--- src/rtl/btn_debounce_en.sv ---
// Push-button conditioner: 2-flop synchronizer, debounce FSM, and a registered
// single-cycle count enable with optional auto-repeat while the button is held.
module btn_debounce_en #(
  parameter int DB_CYCLES  = 8,
  parameter int REP_CYCLES = 32
) (
  input  logic clk,
  input  logic rst,
  input  logic btn_in,
  output logic en_pulse,
  output logic btn_level
);

  localparam logic [3:0] DB_LAST  = 4'(DB_CYCLES - 1);
  localparam bit         REP_EN   = (REP_CYCLES != 0);
  localparam logic [5:0] REP_LAST = REP_EN ? 6'(REP_CYCLES - 1) : 6'd0;

  typedef enum logic [1:0] {
    IDLE   = 2'd0,
    CHK_HI = 2'd1,
    HIGH   = 2'd2,
    CHK_LO = 2'd3
  } state_t;

  logic       r_s1;
  logic       r_s2;
  state_t     r_state;
  logic [3:0] r_db_cnt;
  logic [5:0] r_rep_cnt;
  logic       r_en_pulse;
  logic       r_btn_level;

  always_ff @(posedge clk) begin
    if (rst) begin
      r_s1 <= 1'b0;
      r_s2 <= 1'b0;
    end else begin
      r_s1 <= btn_in;
      r_s2 <= r_s1;
    end
  end

  // Every decision below looks only at r_s2; r_s1 may still be metastable.
  always_ff @(posedge clk) begin
    if (rst) begin
      r_state     <= IDLE;
      r_db_cnt    <= 4'd0;
      r_rep_cnt   <= 6'd0;
      r_en_pulse  <= 1'b0;
      r_btn_level <= 1'b0;
    end else begin
      r_en_pulse <= 1'b0;
      case (r_state)
        IDLE: begin
          if (r_s2) begin
            r_state  <= CHK_HI;
            r_db_cnt <= 4'd0;
          end
        end
        CHK_HI: begin
          if (!r_s2) begin
            r_state  <= IDLE;
            r_db_cnt <= 4'd0;
          end else if (r_db_cnt == DB_LAST) begin
            r_state     <= HIGH;
            r_db_cnt    <= 4'd0;
            r_rep_cnt   <= 6'd0;
            r_en_pulse  <= 1'b1;
            r_btn_level <= 1'b1;
          end else begin
            r_db_cnt <= r_db_cnt + 4'd1;
          end
        end
        HIGH: begin
          if (!r_s2) begin
            r_state  <= CHK_LO;
            r_db_cnt <= 4'd0;
          end else if (REP_EN) begin
            if (r_rep_cnt == REP_LAST) begin
              r_rep_cnt  <= 6'd0;
              r_en_pulse <= 1'b1;
            end else begin
              r_rep_cnt <= r_rep_cnt + 6'd1;
            end
          end
        end
        CHK_LO: begin
          // A bounce back high restarts the repeat period but never pulses.
          if (r_s2) begin
            r_state   <= HIGH;
            r_db_cnt  <= 4'd0;
            r_rep_cnt <= 6'd0;
          end else if (r_db_cnt == DB_LAST) begin
            r_state     <= IDLE;
            r_db_cnt    <= 4'd0;
            r_btn_level <= 1'b0;
          end else begin
            r_db_cnt <= r_db_cnt + 4'd1;
          end
        end
        default: begin
          r_state <= IDLE;
        end
      endcase
    end
  end

  assign en_pulse  = r_en_pulse;
  assign btn_level = r_btn_level;

endmodule

--- config.mk ---
export PLATFORM = sky130hd
export DESIGN_NAME = btn_debounce_en
export DESIGN_NICKNAME = d
export VERILOG_FILES = /design/src/rtl/btn_debounce_en.sv
export SDC_FILE = /design/constraint.sdc
export NUM_CORES = 1
export LEC_CHECK = 0
export CORE_MARGIN = 2
export CORE_UTILIZATION = 55
export DETAILED_ROUTE_END_ITERATION = 10
export MAX_ROUTING_LAYER = met4
export PLACE_DENSITY = 0.74
export SETUP_SLACK_MARGIN = 0.15
export SKIP_CTS_REPAIR_TIMING = 1
export SLEW_MARGIN = 20
export SYNTH_ARGS = -nofsm -noshare
export SYNTH_HDL_FRONTEND = slang
export SYNTH_SLANG_ARGS = --single-unit
--- constraint.sdc ---
create_clock -name clk -period 2.6 [get_ports clk]
set_clock_uncertainty 0.2 [all_clocks]
set_input_delay 0.39 -clock clk [delete_from_list [all_inputs] [get_ports clk]]
set_output_delay 0.39 -clock clk [all_outputs]
set_load 0.02 [all_outputs]
After elaboration in Yosys (flattened, before gate mapping)
Cells that the tools add are included.
- register bits after elaboration: 16
- input bits: 3
- output and inout bits: 2
- add/subtract/negate cells: 2
- equality and inequality tests: 15
- muxes and demuxes: 29
- reduce and logical (&&, ||, !) cells: 7
- operator list (kind ; count):
    $mux 6 ; 5
    $mux 4 ; 5
    $pmux 6 s3 ; 1
    $ne 2x2->1 const B ; 8
    $pmux 4 s4 ; 1
    $mux 2 ; 6
    $reduce_and 5->1 ; 2
    $mux 1 ; 8
    $pmux 2 s4 ; 1
    $add 6x1->6 const B ; 1
    $eq 6x5->1 const B ; 1
    $ne 3x3->1 const B ; 2
    $add 4x1->4 const B ; 1
    $eq 2x2->1 const B ; 2
    $eq 4x3->1 const B ; 1
    $pmux 1 s2 ; 2
    $reduce_and 4->1 ; 1
    $reduce_bool 3->1 ; 1
    $eq 2x1->1 const B ; 1
    $logic_not 2->1 ; 1
    $reduce_and 2->1 ; 1
    $reduce_bool 2->1 ; 1

Logic depth before layout (Yosys ltp)
Gate-level depths: netlist of the first run.
- depth after elaboration: 4
- depth in mapped cells: 7
- mapped depth without buffers: 6

Worst setup path before layout of the first run
Ideal clock, no wire load.
- path kind: flip-flop to flip-flop
- start point: reg r_state[0]
- end point: reg r_db_cnt[3]
- setup time: 75 ps
- arrival: 1439 ps
- required time: 2325 ps
- slack: 886 ps
- stages on the path, launching flop included: 8
- clock period less this slack: 1714 ps
- cells stage by stage: dfxtp_1 inv_1 ha_1 buf_4 mux2_4 nor3_2 nand2_1 a31oi_1
- cells in the longest elaborated chain, start to end: 3
- elaborated cells between the ends (all ways): 8
- those cells by class: 5 x eq/ne; 1 x mux; 2 x reduce/logical
- RTL lines (item ; RTL line ; text):
    from (decl) ; 27 ; state_t r_state;
    from (signal assigned) ; 46 ; r_state <= IDLE;
    from (signal assigned) ; 56 ; r_state <= CHK_HI;
    from (signal assigned) ; 62 ; r_state <= IDLE;
    $eq 2x2->1 or $logic_not 2->1 (tied branches) ; 53 ; case (r_state)
    $ne 2x2->1 (no line) ; n/a ;
    $reduce_and 2->1 (no line) ; n/a ;
    to (signal assigned) ; 71 ; r_db_cnt <= r_db_cnt + 4'd1;
    to (signal assigned) ; 98 ; r_db_cnt <= r_db_cnt + 4'd1;
    to (decl) ; 28 ; logic [3:0] r_db_cnt;
Parallel ways exist; a longest one is shown, timed or not.
A chain may end at the register's enable or synchronous reset.

Worst setup path in the final report of the first run
- start point: reg r_state[0]
- end point: reg r_rep_cnt[2]
- cells in the longest elaborated chain, start to end: 3
- elaborated cells between the ends (all ways): 10
- those cells by class: 7 x eq/ne; 1 x mux; 2 x reduce/logical
- RTL lines (item ; RTL line ; text):
    $eq 2x1->1 or $eq 2x2->1 (tied branches) ; 53 ;
    $ne 2x2->1 (no line) or $reduce_bool 3->1 (tied branches) ; n/a ;
    $reduce_and 5->1 (no line) ; n/a ;
    to (signal assigned) ; 83 ; r_rep_cnt <= r_rep_cnt + 6'd1;
    to (decl) ; 29 ; logic [5:0] r_rep_cnt;
Parallel ways exist; a longest one is shown, timed or not.

==> out/results.tsv, run 1 <==
metric	value	unit
status	finished, final reports clean	
cts_buffer_depth	2	
max_freq	518	MHz
yosys.area_share.simple	22.4	%
worstPathArrival	1.93	ns
tightest_slew	0.434	ns
htree_num_levels	1	
setup-tns-final	0	ns
drt.antenna.violating_nets	0	
post-synth-top-area-cell	dfxtp_1	
cp_top_family	compound AO/OA/AOI/OAI gates	
maxSlewHeadroom	71.0	%
rows	14	
synth_area_leaders	dfxtp_1 (35%), ha_1 (8.1%), mux2i_1 (4.3%)	
first_iter_violations	16	
cellLeakagePower	0.000344	uW
crit_path_end_kind	flop	
power_frac_seq	56.9	%
drv_slew	0	
synth_ff_type	dfxtp_1	
crit_buf_inv	1	
grt_util_met2	25.7	%
vias_per_cell	6.08	
synth_top_family_by_area	simple AND/OR/NAND/NOR gates	
worstPathRequired	2.60	ns
finalHoldViolCount	0	
worstHoldStart	r_s1$_SDFF_PP0_	
worstPathMaxFanout	11	
avgSynthCellArea	9.31	um^2
firstDrtPassIters	4	
worstHoldPathType	flop to flop	
port-buffer-count	4	
grt_use_total	18.6	%
cts_num_sinks	16	
grt_pass1_wl	2700	um
synth-edff-count	0	
drive_above_1_share	13.6	%
period_minus_slack	1.93	ns
p_int	329	uW
gr-usage-met1	26.6	%
powerDensity	455	mW/mm^2
dpl_cell_area	963	um^2
die_h	44.9	um
ys_types	36	
p_comb_share	13.2	%
worst_path_largest_cell_delay	0.40	ns
min_period_over_period	74.2	%
setup-violations-final	0	
coreArea	0.00154	mm^2
fin_nets	114	
switching_share	26.7	%
synthAdderAreaFrac	8.14	%
p_clk_share	29.9	%
r2r_start	r_state[0]$_SDFFE_PP0P_	
critPathLaunchType	flop	
die_width	44.9	um
grt_start_max_net_pins	13	
ios	5	
synth_most_common_cell	dfxtp_1	
die-area	0.00202	mm^2
criticalPathCategory	flop to flop	
synth_compound_area_share	20.6	%
cpMaxStageDelayCell	dfxtp_1	
clk_pin_slew	0.10	ns
dp_hpwl	1190	um
ys_ff_latch	16	
power.switching	120	uW
fill_cells	126	
clock-root-buffer	clkbuf_4	
yosysWarnings	0	
synth_xor_area_share	0	%
use_met3	3.60	%
vias	723	
cts_tree	yes	
routabilityCongestion	0.844	
clk_latency	0.29	ns
synth_mux_area_share	8.41	%
power	449	uW
synthCells	99	
peakVddDrop	0.000350	V
rsz0062_at_grt	false	
overflow	0	
num_antenna_cells	0	
ys_top_cells_by_count	dfxtp_1 (16), nor2_1 (9), nand2_1 (8)	
async_reset_ff_share	0	%
wl	1670	um
area_growth	6.92	%
cts_buffers	3	
synth_top_cell_area_share	34.7	%
synth.cell_area	922	um^2
busiest_layer	met1	
antenna_found_initial	0	
avgRoutedWirePerCell	14.0	um
drc	0	
postLayoutCellArea	986	um^2
ys_seq_area_share	34.7	%
critical_path.startpoint	r_state[0]$_SDFFE_PP0P_	
cp_cell_sequence	inv_1 > ha_1 > o31ai_2 > a21oi_4 > a21boi_1 > o32ai_2	
initial_utilization	59.8	%
maxCapViolations	0	
syn-num-nets	108	
first_global_vias	628	
==> logic make-up after synthesis <==
logic type               count (synthesis)
AO/OA/AOI/OAI                           21
adder cells (fa/ha/maj)                  6
buffers and inverters                   11
flip-flops                              16
multiplexers                             6
AND/OR/NAND/NOR                         39
==> per-stage QoR <==
| stage | std cells | utilization [%] | hold slack (ns) | setup slack, ns |
|---|---|---|---|---|
| 3_5_place_dp | 116 | 62.5 | 0.231 | 0.689 |
| 6_report | 119 | 64.0 | 0.248 | 0.671 |
| 5_1_grt | 119 | 64.0 | 0.268 | 0.534 |
| 3_3_place_gp | 116 | 62.5 | 0.239 | 0.731 |
| 2_1_floorplan | 99 | - | 0.214 | 0.886 |
| 4_1_cts | 119 | 64.0 | 0.257 | 0.664 |
==> cell usage in the layout, fill, tap and decap left out <==
cell type,n
a211o_1,1
a21boi_1,2
a21oi_1,2
a21oi_4,1
a22oi_1,1
a31oi_1,2
and2_1,1
and3b_1,1
buf_4,1
clkbuf_4,3
clkdlybuf4s50_1,4
dfxtp_1,16
ha_1,6
inv_1,7
mux2_4,1
mux2i_1,4
mux2i_4,1
nand2_1,8
nand2_2,1
nand2b_1,2
nand3_1,6
nand3b_1,4
nor2_1,9
nor2b_1,2
nor3_2,1
nor3b_1,1
nor4_1,1
o211ai_1,1
o21ai_0,4
o311a_1,1
o31a_1,1
o31ai_2,2
o32ai_2,2
o41ai_2,1
or2_1,1
or3_1,1
==> cell type report <==
class	instances	area (um^2)	area share, %
Multi-Input combinational cell	72	549	55.7
Tap cell	16	20.0	2.03
Inverter	7	26.3	2.66
Timing Repair Buffer	5	47.5	4.82
Sequential cell	16	320	32.5
Clock buffer	3	22.5	2.28
==> path summary, 6_finish.rpt <==
kind / endpoint / slack [ns] / depth (start not counted)
max: r_rep_cnt[2]$_SDFFE_PP0P_ / 0.67 / 6
min: r_s2$_SDFF_PP0_ / 0.25 / 1
max reg2reg: r_rep_cnt[2]$_SDFFE_PP0P_ / 0.67 / 6
min reg2reg: r_s2$_SDFF_PP0_ / 0.25 / 1
==> registers in the layout, indices dropped and copies added, names as in the netlist, named ones only <==
signal / flops
en_pulse: 1
btn_level: 1
r_state: 1
r_s1: 1
r_rep_cnt: 6
r_db_cnt: 4
r_s2: 1
==> power by group through the flow <==
stage                     sequential, uW  combinational, uW  clock, uW
after floorplan                      258               50.3          0
after global placement               261               57.2          0
after detailed placement             261               58.1          0
after CTS                            255               58.7        135
after global routing                 256               64.7        148
final                                255               59.2        134
==> layer usage <==
metal | up-vias | wire (um) | part of all wire, %
met5 | - | 0 | 0
met4 | 0 | 26 | 1.6
met3 | 4 | 71 | 4.2
met2 | 19 | 710 | 42
met1 | 341 | 862 | 52
li1 | 359 | - | -
(Power assumes the default switching activity.)
==> inputs of run 2 (changes only) <==
CORE_UTILIZATION = 51   (was 55)
PLACE_DENSITY = 0.72   (was 0.74)
clock period = 1.6 ns   (was 2.6 ns; I/O delays follow)
==> run 2 against run 1 <==
Against the previous run:
- the flow now finishes with violations (negative setup slack)
- first-iteration DRC count fell by 19%
- sequential power rose by 62%
- critical path type unchanged
- clock-buffer cell count did not move
- wire length rose by 30%
==> out/results.tsv, run 2 (synthesis gave the netlist of run 1 again) <==
metric	value	unit
status	finished with violations	
violations	negative setup slack	
regMostFlops	r_rep_cnt	
cts_buffers	3	
p_clk_share	26.5	%
grt_use_total	20.7	%
seqCellArea	335	um^2
period_minus_slack	1.69	ns
worst_path_largest_cell_delay	0.35	ns
cts_tree	yes	
routabilityCongestion	0.723	
crit_path_end_kind	flop	
max_freq	593	MHz
setup_ws	-0.0860	ns
die_h	46.5	um
grt_util_met2	35.8	%
cpMaxStageDelayCell	dfxtp_2	
crit_buf_inv	0	
final_cell_mix	buf_4 (14), dfxtp_1 (10), nor2_1 (8)	
drive_above_1_share	46.7	%
drt.antenna.violating_nets	0	
clk_latency	0.29	ns
placed_cells	138	
cellLeakagePower	0.000486	uW
layout_commonest_cell	buf_4	
cts_buffer_depth	2	
min_period_over_period	105	%
gr-usage-met1	21.6	%
p_int	581	uW
postLayoutCellArea	0.00133	mm^2
avgRoutedWirePerCell	14.8	um
top_regs	r_rep_cnt x6, r_db_cnt x4	
power_frac_seq	51.5	%
tightest_slew	0.271	ns
criticalPathCategory	flop to flop	
dpl_cell_area	0.00115	mm^2
final_core_util	77.8	%
num_antenna_cells	0	
die-area	0.00216	mm^2
setup-violations-final	6	
first_global_vias	659	
firstDrtPassIters	4	
fill_cells	117	
use_met3	5.88	%
worstPathArrival	1.66	ns
initial_utilization	54.0	%
coreArea	0.00171	mm^2
rows	15	
multiInputGateArea	689	um^2
vias_per_cell	5.49	
wl	2170	um
worstHoldPathType	flop to flop	
drc	0	
worstPathRequired	1.58	ns
stdcell_count	147	
first_iter_violations	13	
worstPathMaxFanout	4	
fin_nets	133	
dp_hpwl	1450	um
cp_cell_sequence	ha_4 > and3b_2 > o211ai_1 > mux2i_1 > nor2_1	
cp_top_family	flip-flops	
grt_start_max_net_pins	10	
maxCapViolations	0	
vias	807	
overflow	0	
busiest_layer	met2	
drv_slew	0	
clk_pin_slew	0.09	ns
power.switching	224	uW
clock-root-buffer	clkbuf_4	
area_growth	44.1	%
finalHoldViolCount	0	
port-buffer-count	4	
largest_reg_flops	6	
critPathLaunchType	flop	
cts_num_sinks	16	
maxSlewHeadroom	81.9	%
htree_num_levels	1	
antenna_found_initial	0	
power	805	uW
ios	5	
peakVddDrop	0.000558	V
rsz0062_at_grt	true	
p_comb_share	22.0	%
die_width	46.5	um
grt_pass1_wl	2950	um
setup-tns-final	-0.280	ns
powerDensity	605	mW/mm^2
switching_share	27.8	%
-- run 2: changes by cell type in the layout (fill, tap and decap cells not counted), moves of 3 or more --
cell	before	now
buf_6	0	3
ha_1	6	0
dfxtp_1	16	10
dfxtp_4	0	3
ha_4	0	4
dfxtp_2	0	3
buf_4	1	14
-- run 2: worst paths after layout --
path / from / endpoint / slack (ns) / cells past startpoint
max: r_db_cnt[0]$_SDFFE_PP0P_ / flop / -0.09 / 5
min: r_s1$_SDFF_PP0_ / r_s2$_SDFF_PP0_ / 0.25 / 1
max reg2reg: r_db_cnt[0]$_SDFFE_PP0P_ / flop / -0.09 / 5
min reg2reg: r_s1$_SDFF_PP0_ / r_s2$_SDFF_PP0_ / 0.25 / 1
-- run 2: power groups by stage --
stage | combinational (uW) | clock [uW] | sequential (uW)
CTS | 136 | 219 | 414
detailed placement | 136 | 0 | 424
global route | 187 | 236 | 415
finish | 177 | 213 | 414
floorplan | 90.8 | 0 | 422
global placement | 134 | 0 | 423
-- run 2: final cells by class --
| cell class | instances | share of cell area (%) |
|---|---|---|
| Sequential cell | 16 | 25.2 |
| Tap cell | 25 | 2.35 |
| Timing Repair Buffer | 23 | 16.9 |
| Multi-Input combinational cell | 73 | 51.9 |
| Clock buffer | 3 | 1.69 |
| Inverter | 7 | 1.98 |
-- run 2: routing by layer --
metal | vias up | wire (um)
met5 | - | 0
met4 | 0 | 47
met3 | 6 | 46
met2 | 8 | 1190
met1 | 385 | 885
li1 | 408 | -
-- run 2: per-stage QoR --
stage	setup WS, ns	hold slack (ns)
4_1_cts	-0.0909	0.256
6_report	-0.0860	0.252
3_3_place_gp	-0.0219	0.224
3_5_place_dp	-0.0819	0.236
5_1_grt	-0.179	0.269
2_1_floorplan	0.0363	0.168
